==> src/rtl/pool_ofm_writeback_if.sv <==
// Pixel-in stream and SRAM write port of the pooled output-feature-map writeback stage.
// master = writeback block side, slave = producer/SRAM environment side.
interface pool_ofm_writeback_if #(
    parameter int DATA_WID = 16,
    parameter int PACK_NUM = 4,
    parameter int ADDR_B   = 12
);
    logic                         in_valid;
    logic [DATA_WID-1:0]          in_data;
    logic                         in_last;
    logic                         in_ready;
    logic                         mem_wr_en;
    logic [ADDR_B-1:0]            mem_wr_addr;
    logic [PACK_NUM*DATA_WID-1:0] mem_wr_data;
    logic                         mem_wr_ready;

    modport master (
        input  in_valid, in_data, in_last, mem_wr_ready,
        output in_ready, mem_wr_en, mem_wr_addr, mem_wr_data
    );

    modport slave (
        output in_valid, in_data, in_last, mem_wr_ready,
        input  in_ready, mem_wr_en, mem_wr_addr, mem_wr_data
    );
endinterface

==> src/rtl/pool_ofm_writeback.sv <==
// Packs pooled pixels PACK_NUM per word, queues words in a small FIFO and
// writes them into a ring region of output feature-map SRAM.
module pool_ofm_writeback #(
    parameter int DATA_WID   = 16,
    parameter int PACK_NUM   = 4,
    parameter int FIFO_DEPTH = 8,
    parameter int ADDR_B     = 12
) (
    input  logic                  clk,
    input  logic                  reset,
    input  logic                  cfg_start,
    input  logic [ADDR_B-1:0]     cfg_base_addr,
    input  logic [ADDR_B-1:0]     cfg_num_words,
    pool_ofm_writeback_if.master  bus,
    output logic                  busy,
    output logic                  done,
    output logic                  err
);
    localparam int LW = $clog2(PACK_NUM);
    localparam int PW = $clog2(FIFO_DEPTH);
    localparam int CW = PW + 1;

    typedef logic [PACK_NUM-1:0][DATA_WID-1:0] word_t;
    typedef enum logic [1:0] {IDLE, RUN, FLUSH, DONE} state_t;

    state_t            state_q, state_d;
    logic [ADDR_B-1:0] base_q, base_d, nwords_q, nwords_d, wptr_q, wptr_d;
    logic [LW-1:0]     lane_cnt_q, lane_cnt_d;
    word_t             lane_q, lane_d;
    logic [PW-1:0]     fwr_q, fwr_d, frd_q, frd_d;
    logic [CW-1:0]     cnt_q, cnt_d;
    logic              err_q, err_d;
    word_t             fifo_mem [FIFO_DEPTH];
    word_t             push_word;
    logic              accept, push, pop, wr_en;

    assign bus.in_ready = (state_q == RUN) && (cnt_q != CW'(FIFO_DEPTH));
    assign accept       = bus.in_valid && bus.in_ready;
    assign push         = accept && (bus.in_last || lane_cnt_q == LW'(PACK_NUM - 1));
    assign wr_en        = (state_q == RUN || state_q == FLUSH) && (cnt_q != '0);
    assign pop          = wr_en && bus.mem_wr_ready;

    assign bus.mem_wr_en   = wr_en;
    // Outputs are forced to zero when idle so reset leaves a clean bus.
    assign bus.mem_wr_addr = wr_en ? base_q + wptr_q : '0;
    assign bus.mem_wr_data = wr_en ? fifo_mem[frd_q] : '0;

    assign busy = (state_q == RUN) || (state_q == FLUSH);
    assign done = (state_q == DONE);
    assign err  = err_q;

    // Lanes below the counter come from registers, the current lane from the
    // input, and anything above is zero padding for a short final word.
    always_comb begin
        push_word = '0;
        for (int i = 0; i < PACK_NUM; i++) begin
            if (LW'(i) < lane_cnt_q)
                push_word[i] = lane_q[i];
            else if (LW'(i) == lane_cnt_q)
                push_word[i] = bus.in_data;
        end
    end

    always_comb begin
        state_d    = state_q;
        base_d     = base_q;
        nwords_d   = nwords_q;
        wptr_d     = wptr_q;
        lane_cnt_d = lane_cnt_q;
        lane_d     = lane_q;
        err_d      = err_q;
        unique case (state_q)
            IDLE: begin
                if (cfg_start) begin
                    state_d    = RUN;
                    base_d     = cfg_base_addr;
                    nwords_d   = cfg_num_words;
                    err_d      = 1'b0;
                    lane_cnt_d = '0;
                    wptr_d     = '0;
                end else if (bus.in_valid) begin
                    err_d = 1'b1;
                end
            end
            RUN: begin
                if (accept) begin
                    lane_d[lane_cnt_q] = bus.in_data;
                    lane_cnt_d         = push ? '0 : lane_cnt_q + LW'(1);
                    if (bus.in_last) state_d = FLUSH;
                end
            end
            FLUSH: begin
                if (bus.in_valid) err_d = 1'b1;
                if (cnt_q == '0) state_d = DONE;
            end
            DONE: state_d = IDLE;
            default: state_d = IDLE;
        endcase
        if (pop)
            wptr_d = (wptr_q == nwords_q - ADDR_B'(1)) ? '0 : wptr_q + ADDR_B'(1);
    end

    always_comb begin
        fwr_d = push ? fwr_q + PW'(1) : fwr_q;
        frd_d = pop  ? frd_q + PW'(1) : frd_q;
        unique case ({push, pop})
            2'b10:   cnt_d = cnt_q + CW'(1);
            2'b01:   cnt_d = cnt_q - CW'(1);
            default: cnt_d = cnt_q;
        endcase
    end

    always_ff @(posedge clk) begin
        if (!reset) begin
            state_q    <= IDLE;
            base_q     <= '0;
            nwords_q   <= '0;
            wptr_q     <= '0;
            lane_cnt_q <= '0;
            lane_q     <= '0;
            fwr_q      <= '0;
            frd_q      <= '0;
            cnt_q      <= '0;
            err_q      <= 1'b0;
        end else begin
            state_q    <= state_d;
            base_q     <= base_d;
            nwords_q   <= nwords_d;
            wptr_q     <= wptr_d;
            lane_cnt_q <= lane_cnt_d;
            lane_q     <= lane_d;
            fwr_q      <= fwr_d;
            frd_q      <= frd_d;
            cnt_q      <= cnt_d;
            err_q      <= err_d;
        end
    end

    // Storage needs no reset: the count alone decides what is valid.
    always_ff @(posedge clk) begin
        if (push) fifo_mem[fwr_q] <= push_word;
    end
endmodule

==> src/flat_wrapper.sv <==
// flat-port wrapper written by rule: the top's interface ports become plain ports
module pool_ofm_writeback_flat 
#(
    parameter int DATA_WID   = 16,
    parameter int PACK_NUM   = 4,
    parameter int FIFO_DEPTH = 8,
    parameter int ADDR_B     = 12
)
  (clk, reset, cfg_start, cfg_base_addr, cfg_num_words, busy, done, err, bus_in_valid, bus_in_data, bus_in_last, bus_mem_wr_ready, bus_in_ready, bus_mem_wr_en, bus_mem_wr_addr, bus_mem_wr_data);
  pool_ofm_writeback_if #(.DATA_WID(DATA_WID), .PACK_NUM(PACK_NUM), .ADDR_B(ADDR_B)) bus_i ();
  input  logic clk;
  input  logic reset;
  input  logic cfg_start;
  input  logic [ADDR_B-1:0] cfg_base_addr;
  input  logic [ADDR_B-1:0] cfg_num_words;
  output logic busy;
  output logic done;
  output logic err;
  input wire logic [$bits(bus_i.in_valid)-1:0] bus_in_valid;
  input wire logic [$bits(bus_i.in_data)-1:0] bus_in_data;
  input wire logic [$bits(bus_i.in_last)-1:0] bus_in_last;
  input wire logic [$bits(bus_i.mem_wr_ready)-1:0] bus_mem_wr_ready;
  output wire logic [$bits(bus_i.in_ready)-1:0] bus_in_ready;
  output wire logic [$bits(bus_i.mem_wr_en)-1:0] bus_mem_wr_en;
  output wire logic [$bits(bus_i.mem_wr_addr)-1:0] bus_mem_wr_addr;
  output wire logic [$bits(bus_i.mem_wr_data)-1:0] bus_mem_wr_data;
  assign bus_i.in_valid = bus_in_valid;
  assign bus_i.in_data = bus_in_data;
  assign bus_i.in_last = bus_in_last;
  assign bus_i.mem_wr_ready = bus_mem_wr_ready;
  assign bus_in_ready = bus_i.in_ready;
  assign bus_mem_wr_en = bus_i.mem_wr_en;
  assign bus_mem_wr_addr = bus_i.mem_wr_addr;
  assign bus_mem_wr_data = bus_i.mem_wr_data;
  pool_ofm_writeback #(.DATA_WID(DATA_WID), .PACK_NUM(PACK_NUM), .FIFO_DEPTH(FIFO_DEPTH), .ADDR_B(ADDR_B)) u_core (.clk(clk), .reset(reset), .cfg_start(cfg_start), .cfg_base_addr(cfg_base_addr), .cfg_num_words(cfg_num_words), .bus(bus_i), .busy(busy), .done(done), .err(err));
endmodule
==> config.mk <==
export PLATFORM = sky130hd
export DESIGN_NAME = pool_ofm_writeback_flat
export DESIGN_NICKNAME = d
export VERILOG_FILES = /design/src/rtl/pool_ofm_writeback_if.sv /design/src/rtl/pool_ofm_writeback.sv /design/src/flat_wrapper.sv
export SDC_FILE = /design/constraint.sdc
export NUM_CORES = 1
export LEC_CHECK = 0
export CELL_PAD_IN_SITES_DETAIL_PLACEMENT = 0
export CELL_PAD_IN_SITES_GLOBAL_PLACEMENT = 2
export CORE_MARGIN = 10
export CORE_UTILIZATION = 40
export CTS_BUF_LIST = sky130_fd_sc_hd__clkbuf_4 sky130_fd_sc_hd__clkbuf_8
export DETAILED_ROUTE_END_ITERATION = 8
export GPL_TIMING_DRIVEN = 0
export PLACE_DENSITY_LB_ADDON = 0.1
export SYNTH_ARGS = -nofsm -noshare
export SYNTH_HDL_FRONTEND = slang
export SYNTH_SLANG_ARGS = --single-unit
export TNS_END_PERCENT = 100
==> constraint.sdc <==
create_clock -name clk -period 9.1 [get_ports clk]
set_input_delay 1.82 -clock clk [delete_from_list [all_inputs] [get_ports clk]]
set_output_delay 1.82 -clock clk [all_outputs]
set_load 0.05 [all_outputs]
==> flow_metrics.py <==
metrics = {
    "run_status": {
        "status": "finished, final reports clean",
    },
    "global_routing": {
        "grt_pass1_wl_um": 97400,
        "met1_usage_pct": 22.9,
        "gr-total-overflow": 0,
        "busiest_layer": "met2",
        "grt_pass1_vias": 15300,
        "met2_usage_pct": 29.6,
        "grt_max_degree": 24,
        "met3_usage_pct": 3.48,
        "track_usage_pct": 17.6,
        "antenna_found_initial": 1,
    },
    "clock_tree": {
        "clock_sinks": 614,
        "clock_latency_ps": 690,
        "cts_tree": "built",
        "cts.path.max_buffers": 3,
        "post_cts_buffers": 0,
        "cts_root_buf": "clkbuf_8",
        "cts_resized": 0,
        "cts_hold_buffers": 0,
        "clk_pin_slew_worst_paths_ps": 50,
        "cts-htree-levels": 3,
        "cts_buffers": 103,
    },
    "die": {
        "io_pins": 127,
        "dieArea_um2": 73700,
        "core_region_area_um2": 62900,
        "rows": 92,
        "initial_utilization_pct": 40.3,
        "die_y_um": 272,
        "die_x_um": 272,
    },
    "sta": {
        "fin_crit_ps": 6110,
        "setup_tns_ps": 0,
        "setup_viol_count_final": 0,
        "period_share_pct": 67.1,
        "fmaxAchievable_mhz": 164,
        "finClkSkew_ps": 18.9,
        "worst_slew_pin_slew_ps": 1140,
        "rsz0062_at_grt": "no",
        "hold_viol": 0,
        "fin_ws_ps": 2990,
        "maxSlewViolCount": 0,
        "slew_headroom_pct": 23.2,
    },
    "finish": {
        "layout.cells.non_filler": 2804,
        "nets": 1944,
        "finish.instance_area_um2": 30300,
        "mostFrequentLayoutCell": "edfxtp_1",
        "multi_input_area_um2": 7490,
        "most-common-layout-cells": "512 x edfxtp_1, 185 x nand2_1, 128 x mux4_2, 125 x clkdlybuf4s50_1, 106 x clkbuf_8",
        "final_util_pct": 48.3,
        "syn2layout_area_growth_pct": 19.9,
        "seq_area_um2": 17400,
        "diodes": 0,
        "drive_gt1_share_pct": 18.0,
        "nFillCells": 5497,
    },
    "job": {
        "cap_viol_max_count": 0,
    },
    "yosys": {
        "synth.distinct_cells": 48,
        "ys.flop_type": "edfxtp_1",
        "ys_ff_latch": 614,
        "yosysWarnings": 0,
        "ys_seq_area_share_pct": 68.8,
        "synth_xor_area_share_pct": 0.969,
        "synth_async_sr_flop_share_pct": 0,
        "syn_area_um2": 25300,
        "synth-edff-count": 512,
        "syn_area_per_cell_um2": 15.8,
        "synth_nets": 1677,
        "synthMuxAreaShare_pct": 14.9,
        "synth_top_family_by_area": "multiplexers",
        "synth_simple_gate_area_share_pct": 7.48,
        "synth_compound_area_share_pct": 4.61,
        "syn-instance-count": 1603,
        "synthAdderAreaFrac_pct": 1.44,
    },
    "place": {
        "pre_cts_slack_ps": 3540,
        "placed_area_um2": 28300,
        "place_inst": 2611,
        "globalplace.congestion": 0.755,
        "placement.io_buffers": 125,
        "dp_hpwl_um": 44200,
    },
    "routing": {
        "routed_wl_um": 64900,
        "antenna_left": 0,
        "avgRoutedWirePerCell_um": 23.1,
        "drt_iter0_drc": 870,
        "viasPerCell": 5.23,
        "firstDrtPassIters": 5,
        "drc": 0,
        "vias": 14700,
    },
    "power_and_ir_drop": {
        "power_leakage_nw": 9.57,
        "ir_drop_uv": 124,
        "powerDensity_nw_per_um2": 213,
    },
    "critical_path": {
        "cp.required_ps": 7280,
        "crit_type": "reg2out",
        "critPathLaunchType": "flop",
        "path_max_fanout": 10,
        "crit_path_end_kind": "output pin",
        "cp_data_arrival_time_ps": 4290,
    },
    "hold_path": {
        "holdCritPathClass": "reg2reg",
    },
}
-- state kept, by name, indices dropped and copies added, names as in the netlist, named ones only --
register	count
u_core.frd_q	3
u_core.fifo_mem	512
u_core.base_q	12
u_core.fwr_q	3
u_core.state_q	2
u_core.err	1
u_core.nwords_q	12
u_core.cnt_q	4
u_core.lane_cnt_q	2
u_core.lane_q	48
u_core.wptr_q	12
-- worst paths after layout --
check                      endpoint              start  cells after the start  slack [ps]
max              bus_mem_wr_data[2]               flop                      6        2990
max reg2reg  u_core.fifo_mem[2][31]  u_core.state_q[1]                     11        5270
min reg2reg              u_core.err         u_core.err                      2         450
min                      u_core.err         u_core.err                      2         450
-- critical path, stage by stage (launching register included) --
cell and delay [ps]:
dfxtp_1 320, clkbuf_1 750, buf_1 770, mux4_2 360, mux2i_1 60, nor2_1 420, clkdlybuf4s50_1 900
-- kinds of logic after synthesis --
kind of cell | Yosys count
multiplexers | 214
XOR/XNOR | 28
AND/OR/NAND/NOR | 421
buffers and inverters | 120
flip-flops | 614
AO/OA/AOI/OAI | 178
adder cells (fa/ha/maj) | 28
-- per-layer routing --
metal / vias to the layer above / wire length [um] / part of all wire, %
li1: 6700 / - / -
met4: 0 / 1300 / 2.0
met1: 7566 / 28600 / 44
met5: - / 0 / 0
met3: 92 / 2760 / 4.2
met2: 308 / 32200 / 50
-- where the power goes --
part | total, mW | internal, mW | leakage [nW] | switching (mW)
clock | 2.37 | 1.26 | 1.06 | 1.11
combinational | 0.906 | 0.319 | 2.93 | 0.587
sequential | 3.20 | 3.16 | 5.58 | 0.0449
-- area by class of cell --
type	count	share of cell area, %
tap	846	3.49
inverter	28	0.346
buffer	92	1.17
timing repair buffer	162	6.32
clock buffer	135	5.53
clock inverter	58	1.05
multi-input combinational	869	24.7
sequential	614	57.4
-- Yosys cell counts (10+ instances only) --
cell type / instances / area share, %
a21boi_0: 76 / 2.3
a21oi_1: 10 / 0.20
a31oi_1: 15 / 0.37
and2_1: 29 / 0.72
buf_1: 14 / 0.21
clkbuf_1: 77 / 1.1
dfxtp_1: 102 / 8.1
edfxtp_1: 512 / 61
ha_1: 26 / 1.3
inv_1: 27 / 0.40
mux2_2: 16 / 0.71
mux2i_1: 70 / 2.8
mux4_2: 128 / 11
nand2_1: 185 / 2.7
nand3_1: 62 / 1.2
nor2_1: 87 / 1.3
nor3_1: 14 / 0.28
o21ai_0: 56 / 1.1
xnor2_1: 20 / 0.69
-- through the flow --
| step | hold WS, ps | power [mW] |
|---|---|---|
| floorplan | 441 | 3.85 |
| global placement | 442 | 4.16 |
| detailed placement | 442 | 4.18 |
| CTS | 455 | 6.56 |
| global route | 477 | 6.77 |
| finish | 453 | 6.48 |
Note: power is estimated with default switching activity, not from simulation.
